`config.mk`:
```
export PLATFORM = sky130hd
export DESIGN_NAME = alineador_palabra
export DESIGN_NICKNAME = d
export VERILOG_FILES = /design/src/rtl/alineador_palabra.sv
export SDC_FILE = /design/constraint.sdc
export NUM_CORES = 1
export LEC_CHECK = 0
export ABC_AREA = 1
export BUFFER_PORTS_ARGS = -buffer_cell sky130_fd_sc_hd__buf_2
export CAP_MARGIN = 20
export CORE_MARGIN = 2
export CORE_UTILIZATION = 35
export DETAILED_ROUTE_END_ITERATION = 8
export MAX_ROUTING_LAYER = met4
export PLACE_DENSITY = 0.63
export SLEW_MARGIN = 10
export SYNTH_ARGS = -nofsm -noshare
export SYNTH_HDL_FRONTEND = slang
export SYNTH_SLANG_ARGS = --single-unit
```
`constraint.sdc`:
```
create_clock -name clk -period 1.65 [get_ports clk]
set_input_delay 0.495 -clock clk [delete_from_list [all_inputs] [get_ports clk]]
set_output_delay 0.495 -clock clk [all_outputs]
set_load 0.005 [all_outputs]
```
`src/rtl/alineador_palabra.sv`:
```
// Word aligner for the 10-bit serial receive path: hunts K28.5 commas, confirms a
// stable boundary, then emits aligned words with a one-cycle strobe.
module alineador_palabra #(
  parameter int         CONFIRMACIONES = 3,
  parameter int         ERRORES        = 4,
  parameter logic [9:0] COMA_NEG       = 10'h17C,
  parameter logic [9:0] COMA_POS       = 10'h283
) (
  input  logic       clk,
  input  logic       reset_L,
  input  logic       entrada,
  input  logic       realinear,
  output logic [9:0] palabra,
  output logic       palabra_valida,
  output logic       bloqueado,
  output logic       coma_detectada,
  output logic [1:0] estado_dbg
);
  localparam int CW = $clog2(CONFIRMACIONES + 1);
  localparam int EW = $clog2(ERRORES + 1);
  localparam logic [CW-1:0] CONF_MAX = CW'(CONFIRMACIONES);
  localparam logic [EW-1:0] ERR_MAX  = EW'(ERRORES);

  typedef enum logic [1:0] {
    BUSQUEDA  = 2'd0,
    VERIFICA  = 2'd1,
    BLOQUEADO = 2'd2
  } estado_t;

  estado_t       estado, estado_sig;
  logic [9:0]    sr;
  logic [3:0]    fase, fase_sig;
  logic [CW-1:0] cnt_conf, cnt_conf_sig, conf_inc;
  logic [EW-1:0] cnt_err, cnt_err_sig, err_inc;
  logic          coma, frontera, emitir;

  assign coma       = (sr == COMA_NEG) || (sr == COMA_POS);
  assign frontera   = (fase == 4'd9);
  assign estado_dbg = estado;

  // Both counters saturate at their limits instead of wrapping.
  assign conf_inc = (cnt_conf >= CONF_MAX) ? cnt_conf : cnt_conf + CW'(1);
  assign err_inc  = (cnt_err >= ERR_MAX) ? cnt_err : cnt_err + EW'(1);

  always_ff @(posedge clk or negedge reset_L) begin
    if (!reset_L) estado <= BUSQUEDA;
    else          estado <= estado_sig;
  end

  always_comb begin
    estado_sig   = estado;
    fase_sig     = frontera ? 4'd0 : fase + 4'd1;
    cnt_conf_sig = cnt_conf;
    cnt_err_sig  = cnt_err;
    emitir       = 1'b0;
    if (realinear) begin
      estado_sig   = BUSQUEDA;
      cnt_conf_sig = '0;
      cnt_err_sig  = '0;
    end else begin
      case (estado)
        BUSQUEDA: begin
          if (coma) begin
            fase_sig     = 4'd0;
            cnt_conf_sig = CW'(1);
            cnt_err_sig  = '0;
            estado_sig   = (CONFIRMACIONES <= 1) ? BLOQUEADO : VERIFICA;
          end
        end
        VERIFICA: begin
          if (coma && frontera) begin
            cnt_conf_sig = conf_inc;
            if (conf_inc >= CONF_MAX) begin
              estado_sig  = BLOQUEADO;
              cnt_err_sig = '0;
            end
          end else if (coma) begin
            // A comma off the tentative boundary restarts confirmation at its phase.
            fase_sig     = 4'd0;
            cnt_conf_sig = CW'(1);
          end
        end
        BLOQUEADO: begin
          if (frontera) begin
            emitir = 1'b1;
            if (coma) cnt_err_sig = '0;
          end else if (coma) begin
            if (err_inc >= ERR_MAX) begin
              estado_sig   = BUSQUEDA;
              cnt_err_sig  = '0;
              cnt_conf_sig = '0;
            end else begin
              cnt_err_sig = err_inc;
            end
          end
        end
        default: estado_sig = BUSQUEDA;
      endcase
    end
  end

  // palabra_valida is a single-cycle strobe with no back-pressure: the decoder must
  // take palabra on the cycle it is high; palabra holds its value otherwise.
  always_ff @(posedge clk or negedge reset_L) begin
    if (!reset_L) begin
      sr             <= '0;
      fase           <= '0;
      cnt_conf       <= '0;
      cnt_err        <= '0;
      palabra        <= '0;
      palabra_valida <= 1'b0;
      bloqueado      <= 1'b0;
      coma_detectada <= 1'b0;
    end else begin
      sr             <= {entrada, sr[9:1]};
      fase           <= fase_sig;
      cnt_conf       <= cnt_conf_sig;
      cnt_err        <= cnt_err_sig;
      palabra_valida <= emitir;
      if (emitir) palabra <= sr;
      bloqueado      <= (estado == BLOQUEADO);
      coma_detectada <= coma;
    end
  end
endmodule

```
== Word-level counts from Yosys, hierarchy flattened ==
Index checks and enable logic that the tools add are counted.

* Register bits after elaboration: 34
* Output and inout bits: 15
* Logic and storage cells: 65

* Add/subtract/negate cells: 3
* Magnitude comparators: 4
* Equality and inequality tests: 12
* Mux-type cells: 30
* Reductions and logical operators: 7

{| class="wikitable"
|+ Operator list
! operator !! number
|-
| two-way mux 3 bit || 8
|-
| two-way mux 2 bit || 11
|-
| inequality test 3 bit, second input constant || 6
|-
| two-way mux 4 bit || 4
|-
| case mux 2 bit (3 select lines) || 2
|-
| equality test 10 bit, second input constant || 1
|-
| equality test 10 x 9 -> 1 bit, second input constant || 1
|-
| case mux 3 bit (3 select lines) || 1
|-
| case mux 4 bit (2 select lines) || 1
|-
| AND reduction 4 bit || 2
|-
| greater-or-equal comparator 3 bit, second input constant || 2
|-
| AND reduction 6 bit || 1
|-
| adder 4 x 1 -> 4 bit, second input constant || 1
|-
| equality test 4 bit, second input constant || 1
|-
| greater-or-equal comparator 2 bit, second input constant || 2
|-
| inequality test 4 bit, second input constant || 1
|-
| nonzero test 4 bit || 1
|-
| adder 3 x 1 -> 3 bit, second input constant || 1
|-
| two-way mux 1 bit || 3
|-
| adder 2 x 1 -> 2 bit, second input constant || 1
|-
| equality test 2 x 1 -> 1 bit, second input constant || 1
|-
| equality test 2 bit, second input constant || 1
|-
| logical NOT 2 bit || 1
|-
| logical AND 1 bit || 1
|-
| logical OR 1 bit || 1
|}

== Logic depth before layout (Yosys ltp) ==
* Depth after elaboration: 8
* Mapped depth: 11
* Mapped depth without buffers: 11

== Worst setup path before layout ==
Ideal clock, no wire load.

* Kind: register -> register
* Start: register estado[0] (netlist: estado_dbg[0])
* End: register palabra[2]
* Setup time: 116 ps
* Arrival time: 1306 ps
* Required time: 1534 ps
* Path slack: 227 ps
* Cell stages (with the launch flop): 9
* Path buffers: 1
* Path through: dfrtp_1 > inv_1 > ha_1 > inv_1 > nor3_4 > inv_2 > buf_6 > nand2_1 > nand2_1

* Cells in the longest elaborated chain, start to end: 3

{| class="wikitable"
|+ RTL lines
! what !! line !! text
|-
| from (decl) || 30 || <nowiki>estado_t estado, estado_sig;</nowiki>
|-
| from (signal assigned) || 47 || <nowiki>else estado <= estado_sig;</nowiki>
|-
| equality test 2 bit || 61 || <nowiki>case (estado)</nowiki>
|-
| two-way mux 1 bit || 61 ||
|-
| two-way mux 1 bit || 56 || <nowiki>if (realinear) begin</nowiki>
|-
| named net emitir || 35 || <nowiki>logic coma, frontera, emitir;</nowiki>
|-
| to (signal assigned) || 120 || <nowiki>if (emitir) palabra <= sr;</nowiki>
|-
| to (decl) || 13 || <nowiki>output logic [9:0] palabra,</nowiki>
|}

The timed path passes the listed nets, and every way through them passes these cells.
A chain may end at the register's enable or synchronous reset.

== Final worst setup path ==
* Start: register estado[1] (netlist: estado_dbg[1])
* End: register cnt_err[0]

* Cells in the longest elaborated chain, start to end: 3
* Elaborated cells between the ends (all ways): 10
* Those cells by class: eq/ne: 5; mux: 2; reduce/logical: 3

{| class="wikitable"
|+ RTL lines
! what !! line !! text
|-
| equality test 2 bit (tied with other cells) || 61 ||
|-
| inequality test 4 bit (no source line) (tied with other cells) || n/a ||
|-
| AND reduction 4 bit (no source line) or two-way mux 3 bit (tied branches) || n/a ||
|-
| to (signal assigned) || 118 || <nowiki>cnt_err <= cnt_err_sig;</nowiki>
|-
| to (decl) || 34 || <nowiki>logic [EW-1:0] cnt_err, cnt_err_sig, err_inc;</nowiki>
|}

Parallel ways exist; a longest one is shown, timed or not.

==> summary.md <==
| Metric | Value |
|---|---|
| Vert. Die Dim | `73.2 um` |
| Asr flop ratio synth | `100%` |
| Critical-path top delay cell | `dfrtp_1` |
| Synth cell types | `26` |
| Final-report hold violation count | `0` |
| Port-buffer cells | `18` |
| H-tree lvl count | `2` |
| Syn Area/Cell | `about 8.9 um2` |
| Root Buffer | `clkbuf_8` |
| Fin nets | `between 200 and 250` |
| Worst-path cell chain | `inv_1 > ha_1 > nor2_1 > nand3_1 > nand2_1 > inv_2 > nand2_4 > nand2_1 > o21ai_2` |
| # DRC | `0` |
| P_int | `0.00179 W` |
| Max_cap viols | `0` |
| Seq. cell area | `851 um2` |
| Vias in the first global route | `1265` |
| Total GRT Usage | `roughly 14%` |
| Wirelength per Cell | `12.2 um` |
| Setup Skew | `0.0101 ns` |
| Antenna-violating nets left | `0` |
| Reg-to-reg endpoint | `cnt_err[0]` |
| CTS Buf Count | `5` |
| IO Count | `19` |
| Yosys reg bits | `34` |
| Die width | `~73 um` |
| Largest net degree at the start of global routing | `35` |
| First-pass GRT wire length | `between 5000 and 6000 um` |
| Hold Worst Slack | `~0.23 ns` |
| Data arrival, critical path | `between 1.5 and 2 ns` |
| Synth warnings | `0` |
| CTS tree | `done` |
| Initial DRC count | `66` |
| Ant diodes | `0` |
| TritonRoute pass-1 iters | `4` |
| Gr ovfl total | `0` |
| Initial antenna violation count | `0` |
| # fillers | `approximately 470` |
| Die area | `5360 um2` |
| Share of layout cells above drive strength 1 | `around a quarter` |
| Seq/Total Area, Yosys | `50.7%` |
| Period utilization | `95.5%` |
| Fin. max-slew vios | `0` |
| Clock Tree Buf Depth | `2` |
| Initial Util | `36.0%` |
| Outcome | `finished clean` |
| Setup-failing EPs final | `0` |
| DP HPWL | `2300 um` |
| R2R cell count | `9` |
| F_max | `635 MHz` |
| P_leak | `1.04 nW` |
| PwrDens | `1420 nW/um2` |
| Most frequent cells in the layout | `nand2_1 (47), dfrtp_1 (34), inv_1 (22), buf_2 (18), nor2_1 (15)` |
| Hold WC Path Type | `in2async` |
| Mapped Area | `1680 um2` |
| Vias | `roughly 1300` |
| Core region area | `4660 um2` |
| Area of the multi-input gates | `roughly 720 um2` |
| Sequential share of power | `42.2%` |
| Slowest stage delay, CP | `0.39 ns` |
| Worst flop-to-flop path startpoint | `estado_dbg[1]` |
| Clock latency on the worst-skew pair | `0.29 ns` |
| Post-CTS Hold Buffers | `0` |
| Minimum clock period after layout | `1.58 ns` |
| Std-Cell Rows | `25` |
| Final Wtd Congestion | `0.846` |
| Syn Inst Count | `between 150 and 200` |
| Most frequent CP cell | `nand2_1` |
| Final cell count without fillers | `270` |
| Via density | `4.72` |
| Setup CP Type | `reg2reg` |
| Crit start category | `flop` |
| Slew @ Worst Pin | `between 0.4 and 0.5 ns` |
| Switching fraction of total power | `35.7%` |
| Power share of the combinational group | `36.0%` |
| Setup TNS | `0 ns` |
| Most common cell after layout, fill and taps aside | `nand2_1` |
| Final wirelength | `approximately 3300 um` |
| Tot Pwr | `between 0.002 and 0.003 W` |
| Area growth from synthesis to layout | `17.3%` |
| Clock-pin slew on the worst setup and hold paths | `0.07 ns` |
| Post-synth EDFFs | `0` |
| Total nets after synthesis | `approximately 200` |
| Relative slew margins | `between 70% and 80%` |
| Num Clock Sinks | `34` |
| P_sw | `0.000994 W` |
| Placed insts | `262` |
| Critical path fanouts, max | `4` |
| Reg2reg setup slack | `0.07 ns` |
| Type of destination of the critical path | `flop` |
| Crit path required time | `1.87 ns` |
| Main flop type after synthesis | `dfrtp_1` |
| Clock network power share | `21.8%` |
| Worst vdd ir | `between 0.0003 and 0.0004 V` |
## per-layer routing
metal  GRT usage, %  wire, um  vias to the layer above
met5              -         0                        -
met4           7.00        96                        0
met3           4.56       120                        8
met2           21.9      1560                       22
met1           16.4      1510                      598
li1               -         -                      646
## area by class of cell
cell class | instances | share of cell area (%)
repair buffers | 23 | 6.48
multi-input cells | 123 | 36.7
clock buffers | 6 | 4.20
flip-flops and latches | 34 | 43.2
well taps | 54 | 3.43
inverters | 30 | 5.98
## per-stage QoR
stage	instance area, um2	utilization (%)	worst slack, ns
6_report	1970	42.2	0.0747
5_1_grt	1970	42.2	-0.0469
4_1_cts	1920	41.2	0.0298
3_5_place_dp	1840	39.5	0.0481
3_3_place_gp	1840	39.5	0.0483
2_1_floorplan	1680	-	0.227
## Yosys cell counts, types with 6 or more instances
| cell type | n | area, um2 |
|---|---|---|
| nand2_1 | 47 | 176 |
| dfrtp_1 | 34 | 851 |
| inv_1 | 24 | 90.1 |
| nor2_1 | 15 | 56.3 |
| nand3_1 | 13 | 65.1 |
| o21ai_0 | 10 | 50.1 |
| ha_1 | 8 | 100 |
| inv_2 | 6 | 22.5 |
## worst max path at each step
stage	startpoint	end	slack, ns	cells past startpoint
floorplan	estado_dbg[0]	palabra[2]	0.23	8
global placement	estado_dbg[0]	cnt_err[0]	0.05	8
detailed placement	estado_dbg[0]	cnt_err[0]	0.05	8
CTS	estado_dbg[0]	cnt_err[0]	0.03	8
global route	fase[1]	cnt_err[0]	-0.05	11
finish	estado_dbg[1]	cnt_err[0]	0.07	9
## flip-flops by register name, indices dropped and copies added, names as in the netlist
register        cells
estado_dbg          2
cnt_conf            2
cnt_err             3
sr                 10
bloqueado           1
fase                4
palabra_valida      1
palabra            10
coma_detectada      1
## power by group through the flow
stage	logic (W)	registers, W	clock network, W
floorplan	0.000596	0.00120	0
global placement	0.000898	0.00119	0
detailed placement	0.000916	0.00119	0
CTS	0.000921	0.00118	0.000627
global route	0.00115	0.00121	0.000665
finish	0.00100	0.00118	0.000607
## what timing repair did
item	CTS	global route
endpoints found under the setup margin	0	13
buffers inserted	0	2
hold endpoints to repair	0	0
resized for setup	0	9
## critical path, delay by kind of cell (launching register included)
kind / cells / cell delay, ns
buffers and inverters: 2 / 0.18
flip-flops: 1 / 0.39
AO/OA/AOI/OAI: 1 / 0.05
adder cells (fa/ha/maj): 1 / 0.22
AND/OR/NAND/NOR: 5 / 0.66
## cell families (layout without fill, tap and decap cells)
kind of cell	after synthesis	after routing	share of synthesized area [%]
DFF	34	34	50.7
buffers and inverters	32	59	7.83
AOI/OAI and AO/OA	18	18	5.67
and+or+nand+nor	96	96	29.3
xor gates and xnor gates	1	1	0.522
adders and majority gates	8	8	5.97
Note: power is estimated with default switching activity, not from simulation.
